$ cat src/rtl/branch_unit.sv
// -----------------------------------------------------------------------------
// branch_unit
//
// EX-stage branch resolution for the pipelined core, plus the branch history
// table (BHT) used by IF to predict conditional branches.
//
// The unit evaluates the six RV32I conditional branches (beq, bne, blt, bge,
// bltu, bgeu) on XLEN-wide operands. It flags a misprediction when the
// resolved outcome differs from the prediction that IF made for the same
// instruction. It also keeps two saturating statistics counters.
//
// The BHT is a direct-mapped table of 2-bit saturating counters:
//   - It is read combinationally with the fetch PC.
//   - It is written on the clock edge when an EX branch resolves.
//   - When the same entry is read and written in one cycle, the read returns
//     the pre-update value.
//
// There is no handshake on this block. The hazard unit holds or flushes the
// EX inputs itself, and this block simply evaluates what it is given each
// cycle.
//
// Parameters
//   XLEN      operand / PC width
//   IDX_BITS  BHT index width; the table holds 2**IDX_BITS entries
//   CNT_W     width of each statistics counter
//
// Ports
//   clk               single clock; all state updates on the rising edge
//   rst               synchronous, active-high reset
//   if_pc             fetch PC used for the prediction lookup
//   pred_taken        prediction for if_pc (counter MSB), combinational
//   ex_valid          EX holds a valid, non-flushed instruction
//   ex_pc             PC of the EX instruction (selects the BHT entry to train)
//   a, b              rs1 / rs2 operands after forwarding
//   br_ctrl           0 none, 1 beq, 2 bne, 3 blt, 4 bge, 5 bltu, 6 bgeu,
//                     7 reserved
//   ex_pred_taken     prediction carried down the pipe for this instruction
//   br_true           resolved branch outcome, combinational
//   mispredict        resolved outcome differs from ex_pred_taken
//   stat_branches     saturating count of resolved branches
//   stat_mispredicts  saturating count of mispredictions
// -----------------------------------------------------------------------------
module branch_unit #(
    parameter int XLEN     = 32,
    parameter int IDX_BITS = 6,
    parameter int CNT_W    = 32
) (
    input  logic             clk,
    input  logic             rst,
    input  logic [XLEN-1:0]  if_pc,
    output logic             pred_taken,
    input  logic             ex_valid,
    input  logic [XLEN-1:0]  ex_pc,
    input  logic [XLEN-1:0]  a,
    input  logic [XLEN-1:0]  b,
    input  logic [2:0]       br_ctrl,
    input  logic             ex_pred_taken,
    output logic             br_true,
    output logic             mispredict,
    output logic [CNT_W-1:0] stat_branches,
    output logic [CNT_W-1:0] stat_mispredicts
);

    localparam int DEPTH = 1 << IDX_BITS;

    // Encodings of br_ctrl.
    localparam logic [2:0] BR_NONE = 3'd0;
    localparam logic [2:0] BR_EQ   = 3'd1;
    localparam logic [2:0] BR_NE   = 3'd2;
    localparam logic [2:0] BR_LT   = 3'd3;
    localparam logic [2:0] BR_GE   = 3'd4;
    localparam logic [2:0] BR_LTU  = 3'd5;
    localparam logic [2:0] BR_GEU  = 3'd6;
    localparam logic [2:0] BR_RSVD = 3'd7;

    // Counter state applied to every BHT entry on reset: weakly not-taken.
    localparam logic [1:0] BHT_RESET = 2'b01;

    localparam logic [CNT_W-1:0] CNT_ONE = CNT_W'(1);

    // -------------------------------------------------------------------------
    // Comparators
    // -------------------------------------------------------------------------
    logic w_eq;
    logic w_lt_u;
    logic w_lt_s;

    assign w_eq   = (a == b);
    assign w_lt_u = (a < b);

    // Signed less-than without relying on the sign of a-b, which is wrong when
    // the subtraction overflows. The rule is:
    //   - If the signs differ, the negative operand (sign bit set) is smaller.
    //   - If the signs match, the unsigned order is also the signed order.
    assign w_lt_s = (a[XLEN-1] != b[XLEN-1]) ? a[XLEN-1] : w_lt_u;

    // -------------------------------------------------------------------------
    // Condition select
    //   w_is_branch : br_ctrl names one of the six real branch types
    //   w_cond      : the selected condition (0 for none / reserved)
    // -------------------------------------------------------------------------
    logic w_is_branch;
    logic w_cond;

    always_comb begin
        w_is_branch = 1'b0;
        w_cond      = 1'b0;
        case (br_ctrl)
            BR_EQ: begin
                w_is_branch = 1'b1;
                w_cond      = w_eq;
            end
            BR_NE: begin
                w_is_branch = 1'b1;
                w_cond      = !w_eq;
            end
            BR_LT: begin
                w_is_branch = 1'b1;
                w_cond      = w_lt_s;
            end
            BR_GE: begin
                w_is_branch = 1'b1;
                w_cond      = !w_lt_s;
            end
            BR_LTU: begin
                w_is_branch = 1'b1;
                w_cond      = w_lt_u;
            end
            BR_GEU: begin
                w_is_branch = 1'b1;
                w_cond      = !w_lt_u;
            end
            BR_NONE, BR_RSVD: begin
                w_is_branch = 1'b0;
                w_cond      = 1'b0;
            end
            default: begin
                w_is_branch = 1'b0;
                w_cond      = 1'b0;
            end
        endcase
    end

    // A branch resolves only for a valid EX instruction with a real branch
    // type. Gating the outcome by the resolve strobe also forces br_true to 0
    // when ex_valid is low.
    logic w_res;

    assign w_res      = ex_valid && w_is_branch;
    assign br_true    = w_res && w_cond;
    assign mispredict = w_res && (br_true != ex_pred_taken);

    // -------------------------------------------------------------------------
    // Branch history table
    // -------------------------------------------------------------------------
    logic [1:0]          r_bht [DEPTH];
    logic [IDX_BITS-1:0] w_if_idx;
    logic [IDX_BITS-1:0] w_ex_idx;
    logic [1:0]          w_bht_cur;
    logic [1:0]          w_bht_next;

    // Instructions are word aligned, so PC bits [1:0] carry no information
    // and are skipped when forming the index.
    assign w_if_idx = if_pc[IDX_BITS+1:2];
    assign w_ex_idx = ex_pc[IDX_BITS+1:2];

    // The lookup is a plain array read. The write below lands on the clock
    // edge, so a same-cycle read of the entry being trained sees the old
    // value.
    assign pred_taken = r_bht[w_if_idx][1];

    assign w_bht_cur = r_bht[w_ex_idx];

    // 2-bit saturating counter step:
    //   - Taken increments, holding at 3.
    //   - Not-taken decrements, holding at 0.
    always_comb begin
        w_bht_next = w_bht_cur;
        if (br_true) begin
            if (w_bht_cur != 2'b11) begin
                w_bht_next = w_bht_cur + 2'd1;
            end
        end else begin
            if (w_bht_cur != 2'b00) begin
                w_bht_next = w_bht_cur - 2'd1;
            end
        end
    end

    // Reset is tested first, so it wins over a concurrent update.
    always_ff @(posedge clk) begin
        if (rst) begin
            for (int i = 0; i < DEPTH; i++) begin
                r_bht[i] <= BHT_RESET;
            end
        end else if (w_res) begin
            r_bht[w_ex_idx] <= w_bht_next;
        end
    end

    // -------------------------------------------------------------------------
    // Statistics counters (saturate at all-ones, never wrap)
    // -------------------------------------------------------------------------
    logic [CNT_W-1:0] r_stat_branches;
    logic [CNT_W-1:0] r_stat_mispredicts;
    logic             w_branches_full;
    logic             w_mispredicts_full;

    assign w_branches_full    = &r_stat_branches;
    assign w_mispredicts_full = &r_stat_mispredicts;

    always_ff @(posedge clk) begin
        if (rst) begin
            r_stat_branches    <= '0;
            r_stat_mispredicts <= '0;
        end else begin
            if (w_res && !w_branches_full) begin
                r_stat_branches <= r_stat_branches + CNT_ONE;
            end
            if (mispredict && !w_mispredicts_full) begin
                r_stat_mispredicts <= r_stat_mispredicts + CNT_ONE;
            end
        end
    end

    assign stat_branches    = r_stat_branches;
    assign stat_mispredicts = r_stat_mispredicts;

    // PC bits outside the index field do not take part in the lookup.
    logic w_unused_pc_bits;

    assign w_unused_pc_bits = ^{if_pc[XLEN-1:IDX_BITS+2], if_pc[1:0],
                                ex_pc[XLEN-1:IDX_BITS+2], ex_pc[1:0]};

endmodule

$ cat config.mk
export PLATFORM = sky130hd
export DESIGN_NAME = branch_unit
export DESIGN_NICKNAME = d
export VERILOG_FILES = /design/src/rtl/branch_unit.sv
export SDC_FILE = /design/constraint.sdc
export NUM_CORES = 1
export LEC_CHECK = 0
export BUFFER_PORTS_ARGS = -buffer_cell sky130_fd_sc_hd__buf_2
export CAP_MARGIN = 20
export CORE_AREA = 2 2 108 214
export CTS_CLUSTER_DIAMETER = 30
export DETAILED_ROUTE_END_ITERATION = 10
export DIE_AREA = 0 0 110 216
export PLACE_DENSITY = 0.76
export SLEW_MARGIN = 20
export SYNTH_ARGS = -nofsm -noshare
export SYNTH_HDL_FRONTEND = slang
export SYNTH_SLANG_ARGS = --single-unit
$ cat constraint.sdc
create_clock -name clk -period 2.73 [get_ports clk]
set_input_delay 0.1365 -clock clk [delete_from_list [all_inputs] [get_ports clk]]
set_output_delay 0.1365 -clock clk [all_outputs]
set_load 0.01 [all_outputs]
======== Word-level counts from Yosys, hierarchy flattened ========
Memories as Yosys holds them, arrays and structs flattened.
Index checks and enable logic that the tools add are counted.
storage, ports and cells
  register bits ........................... 64
  latch bits .............................. 0
  RAM bits ................................ 128
  ROM bits ................................ 0
  input bits .............................. 135
  output and inout bits ................... 67
  memories ................................ 1
memories
  name   words  width  read ports  clocked after memory_dff  write ports  RTL line  RTL
  r_bht  64     2      2           0                         64           156       logic [1:0] r_bht [DEPTH];
cells by class
  add/sub/neg operators ................... 4
  $mul .................................... 0
  divide/modulo/power cells ............... 0
  $lt $le $gt $ge ......................... 1
  equal/unequal tests ..................... 11
  shifts and indexed selects .............. 0
  multiplexer cells ....................... 14
  bitwise operators ....................... 0
  reductions and logical operators ........ 17
operators with widths
  operator                 number
  $add A32 B1 Y32 const B  2
  $reduce_and A32 Y1       2
  $eq A32 B32 Y1           1
  $lt A32 B32 Y1           1
  $eq A3 B3 Y1 const B     4
  $mux W2                  4
  $mux W1                  7
  $pmux W1 S7              1
  $eq A3 B2 Y1 const B     2
  $mux W6                  1
  $reduce_or A6 Y1         1
  $logic_and A1 B1 Y1      5
  $logic_not A1 Y1         5
  $reduce_or A2 Y1         2
  $eq A3 B1 Y1 const B     1
  $logic_not A3 Y1         1
  $add A2 B1 Y2 const B    1
  $ne A1 B1 Y1             2
  $ne A2 B2 Y1 const B     1
  $pmux W1 S2              1
  $reduce_bool A2 Y1       1
  $sub A2 B1 Y2 const B    1

======== Depth between registers and ports, before layout ========
  depth in word-level cells ............... 9
  depth in mapped cells ................... 14

======== Worst setup path before layout ========
No wires, ideal clock.
  path kind ............................... input port to flip-flop
  start ................................... input port b[31]
  end ..................................... memory r_bht[43][0] (data pin)
  setup time .............................. 0.257 ns
  arrival ................................. 2.675 ns
  setup slack ............................. -0.202 ns
  stages on the path ...................... 13
  path buffers ............................ 2
  cell sequence ........................... inv_1 -> ha_1 -> nand4_2 -> nor4_4 -> nand2_2 -> mux2_4 -> a221oi_4 -> nand2_1 -> nand2_1 -> maj3_2 -> buf_2 -> buf_2 -> nand2_1
RTL lines
  element          RTL line  RTL
  start, declared  55        input logic [XLEN-1:0] b,
  end, declared    156

==> flow_summary.ini <==
[layout]
drive_above_1_share = 0.327
top_library_cells_by_usage_in_the_layout_fill_and_taps_aside = sky130_fd_sc_hd__buf_2 (141), sky130_fd_sc_hd__edfxtp_1 (128), sky130_fd_sc_hd__buf_4 (110)
area_delta_synth_final_pct = 27.5
number_of_fill_cells = 1754
n_antenna_cell = 0
area.sequential_um2 = 5130
layout.cells.most_common = sky130_fd_sc_hd__buf_2
final_net_count = 1515
multi_input_area_um2 = 5800

[synth]
synthTopCellsByArea = sky130_fd_sc_hd__edfxtp_1 (35%), sky130_fd_sc_hd__dfxtp_1 (12%), sky130_fd_sc_hd__mux4_2 (5.1%)
synth_edf_count = 128
synth_area_per_cell_um2 = 9.81
synth.ff_latch_count = 192
netlist_area_um2 = 11000
synth_seq_area_share = 0.464
synthesis.yosys.warnings = 0
async_flop_share = 0
synth_nets = 1295
synth_top_cell_by_area = sky130_fd_sc_hd__edfxtp_1
synthDominantCellAreaShare = 0.348
yosys_most_used_dff = sky130_fd_sc_hd__edfxtp_1
synthCells = 1126
synth_cell_types = 70

[critical_path]
regToRegSetupSlack_ns = -0.12
worst_path_maximum_fanout = 21
crit_path_class = reg -> reg
cp-start-kind = register
reg2reg_from = r_bht[25][0]
crit_path_end = r_bht[18][0]
startpoint = r_bht[25][0]
r2r_end = r_bht[18][0]
required_ns = 3.04
cp_data_arrival_time_ns = 3.15
end_kind = register
reg2reg_depth = 12

[die]
start_util = 0.501
ioPinCount = 202
std_cell_rows = 77
fp.dieArea_um2 = 23800
die_height_um = 216
die_width_um = 110
core-area_um2 = 22100

[routing]
drt_drc_violations_left = 0
dr.pass1.iters = 5
wire_per_inst_um = 21.1
route.final.wire_length_um = 34600
detailroute.via_count = 10048
number_of_vias_per_cell = 6.15
postRouteAntennaNets = 0
first_iter_violations = 622

[grt]
first_global_vias = 10104
first_pass_grt_wire_length_um = 52400
grt_use_total = 0.293
antenna_violations_before_repair = 0
grt_max_degree = 74
grt-ovfl-total = 0

[sta]
grt_setup_unrepaired = yes
maxClockFrequency_mhz = 351
timing.final.crit_period_ns = 2.85
relSlewSlack = 0.502
postLayoutSetupSlackWorst_ns = -0.117
maxSlewViolCount = 0
whs_ns = 0.231
worst_slew_pin_slew_ns = 0.748
hold_viol = 0
post-route-period-util = 1.04
setup_viol = 128
clock_skew_after_layout_ns = 0.0102

[placed_design]
globalplace.congestion = 0.968
hpwl_um = 25500
place.port_buffers = 149
worst_case_setup_slack_after_placement_ns = -0.472

[cts]
cts-root-to-sink-buffers = 2
ctsHtreeMaxLevel = 4
holdBufCountCts = 0
clk_latency_ns = 0.45
tritoncts_num_sinks = 192
cts.clk_slew.worst_paths_ns = 0.08
cts_tree = yes
cts.root.buffer_cell = sky130_fd_sc_hd__clkbuf_16
cts_buffers = 17

[power]
combinationalPowerShare = 0.176
total_leakage_power_nw = 5.42
switching_share = 0.278
pwr_density_cell_nw_per_um2 = 492
cell_internal_pwr_w = 0.00500
pwr-share-clk = 0.364
net-switching-power_w = 0.00193
pwr-share-seq = 0.459
worst_ir_drop_vdd_uv = 447

[status]
outcome = finished with violations
failed_checks = setup timing

[min_path]
timing.hold.worst.class = in -> reg

[job]
maxCapViolCount = 0
==> what timing repair did <==
item                                   CTS  global route
setup endpoints to repair              130           148
endpoints found under the hold margin    0             0
pin swaps                                7            15
resized for setup                       11            70
gates cloned                             3             4
setup buffers                            4             4
==> synth_stat cells, types with 20 or more instances <==
master                     number
sky130_fd_sc_hd__a21o_1        28
sky130_fd_sc_hd__a21oi_1       48
sky130_fd_sc_hd__a22oi_1       22
sky130_fd_sc_hd__clkbuf_1      49
sky130_fd_sc_hd__dfxtp_1       64
sky130_fd_sc_hd__edfxtp_1     128
sky130_fd_sc_hd__ha_1          34
sky130_fd_sc_hd__inv_1         45
sky130_fd_sc_hd__mux4_2        25
sky130_fd_sc_hd__nand2_1      103
sky130_fd_sc_hd__nand2b_1      35
sky130_fd_sc_hd__nand3_1       84
sky130_fd_sc_hd__nand4_1       20
sky130_fd_sc_hd__nor2_1       104
sky130_fd_sc_hd__nor3_1        49
sky130_fd_sc_hd__o21ai_0       25
sky130_fd_sc_hd__xor2_1        22
==> critical path, stage by stage, from the launching register on <==
cell,delay (ns)
sky130_fd_sc_hd__edfxtp_1,0.43
sky130_fd_sc_hd__mux2_4,0.29
sky130_fd_sc_hd__nand2_1,0.06
sky130_fd_sc_hd__a21oi_1,0.06
sky130_fd_sc_hd__a211o_1,0.27
sky130_fd_sc_hd__a22o_1,0.26
sky130_fd_sc_hd__a2111oi_4,0.21
sky130_fd_sc_hd__buf_4,0.18
sky130_fd_sc_hd__buf_4,0.10
sky130_fd_sc_hd__o211ai_1,0.11
sky130_fd_sc_hd__maj3_4,0.44
sky130_fd_sc_hd__buf_12,0.19
sky130_fd_sc_hd__nand3_1,0.10
==> sequential cells by signal, indices dropped and copies added, names as in the netlist <==
signal,count
r_bht,128
stat_branches,32
stat_mispredicts,32
==> cell type report <==
cell class / instances / share of cell area
clock inverter: 15 / 0.0123
inverter: 45 / 0.0132
sequential: 192 / 0.364
timing repair buffer: 279 / 0.144
tap: 276 / 0.0245
clock buffer: 17 / 0.0302
multi-input combinational: 811 / 0.412
==> metrics by stage <==
stage | power (W) | instance area, um2 | instances | TNS, ns | utilization
global route | 0.00713 | 14100 | 1635 | -22.01 | 0.638
CTS | 0.00684 | 13700 | 1628 | -1.96 | 0.620
finish | 0.00693 | 14100 | 1635 | -9.40 | 0.638
floorplan | 0.00381 | 11200 | 1126 | -0.0776 | -
global placement | 0.00423 | 12900 | 1589 | -43.22 | 0.585
detailed placement | 0.00425 | 12900 | 1589 | -50.53 | 0.585
==> cells by family after synthesis <==
family	share of synthesized area
DFF	0.464
AOI/OAI and AO/OA	0.122
muxes	0.0717
buffers and inverters	0.0451
adders and majority gates	0.0404
and+or+nand+nor	0.234
xor gates and xnor gates	0.0230
==> worst min-delay path by stage <==
stage | start | to | slack (ns) | cells past startpoint
3_5_place_dp | stat_mispredicts[11] | stat_mispredicts[11] | 0.49 | 2
4_1_cts | rst | stat_mispredicts[1] | 0.20 | 2
5_1_grt | rst | stat_mispredicts[0] | 0.25 | 2
3_3_place_gp | stat_branches[14] | stat_branches[14] | 0.48 | 2
6_report | rst | stat_mispredicts[1] | 0.23 | 2
2_1_floorplan | ex_pc[7] | r_bht[31][0] | 0.42 | 2
==> layer usage <==
| layer | vias up | part of all wire | routed length, um | GRT usage |
|---|---|---|---|---|
| met2 | 498 | 0.55 | 19000 | 0.539 |
| met5 | - | 0 | 0 | 0 |
| met3 | 165 | 0.060 | 2080 | 0.0474 |
| met1 | 4778 | 0.30 | 10400 | 0.270 |
| met4 | 0 | 0.089 | 3080 | 0.230 |
| li1 | 4607 | - | - | - |
==> power by group through the flow <==
stage	logic, W	registers, W	clock network, W
after floorplan	0.000585	0.00323	0
final	0.00122	0.00318	0.00253
after global routing	0.00130	0.00318	0.00264
after CTS	0.00111	0.00318	0.00255
after global placement	0.000984	0.00324	0
after detailed placement	0.00101	0.00324	0
Power figures use the tool's default switching activity.
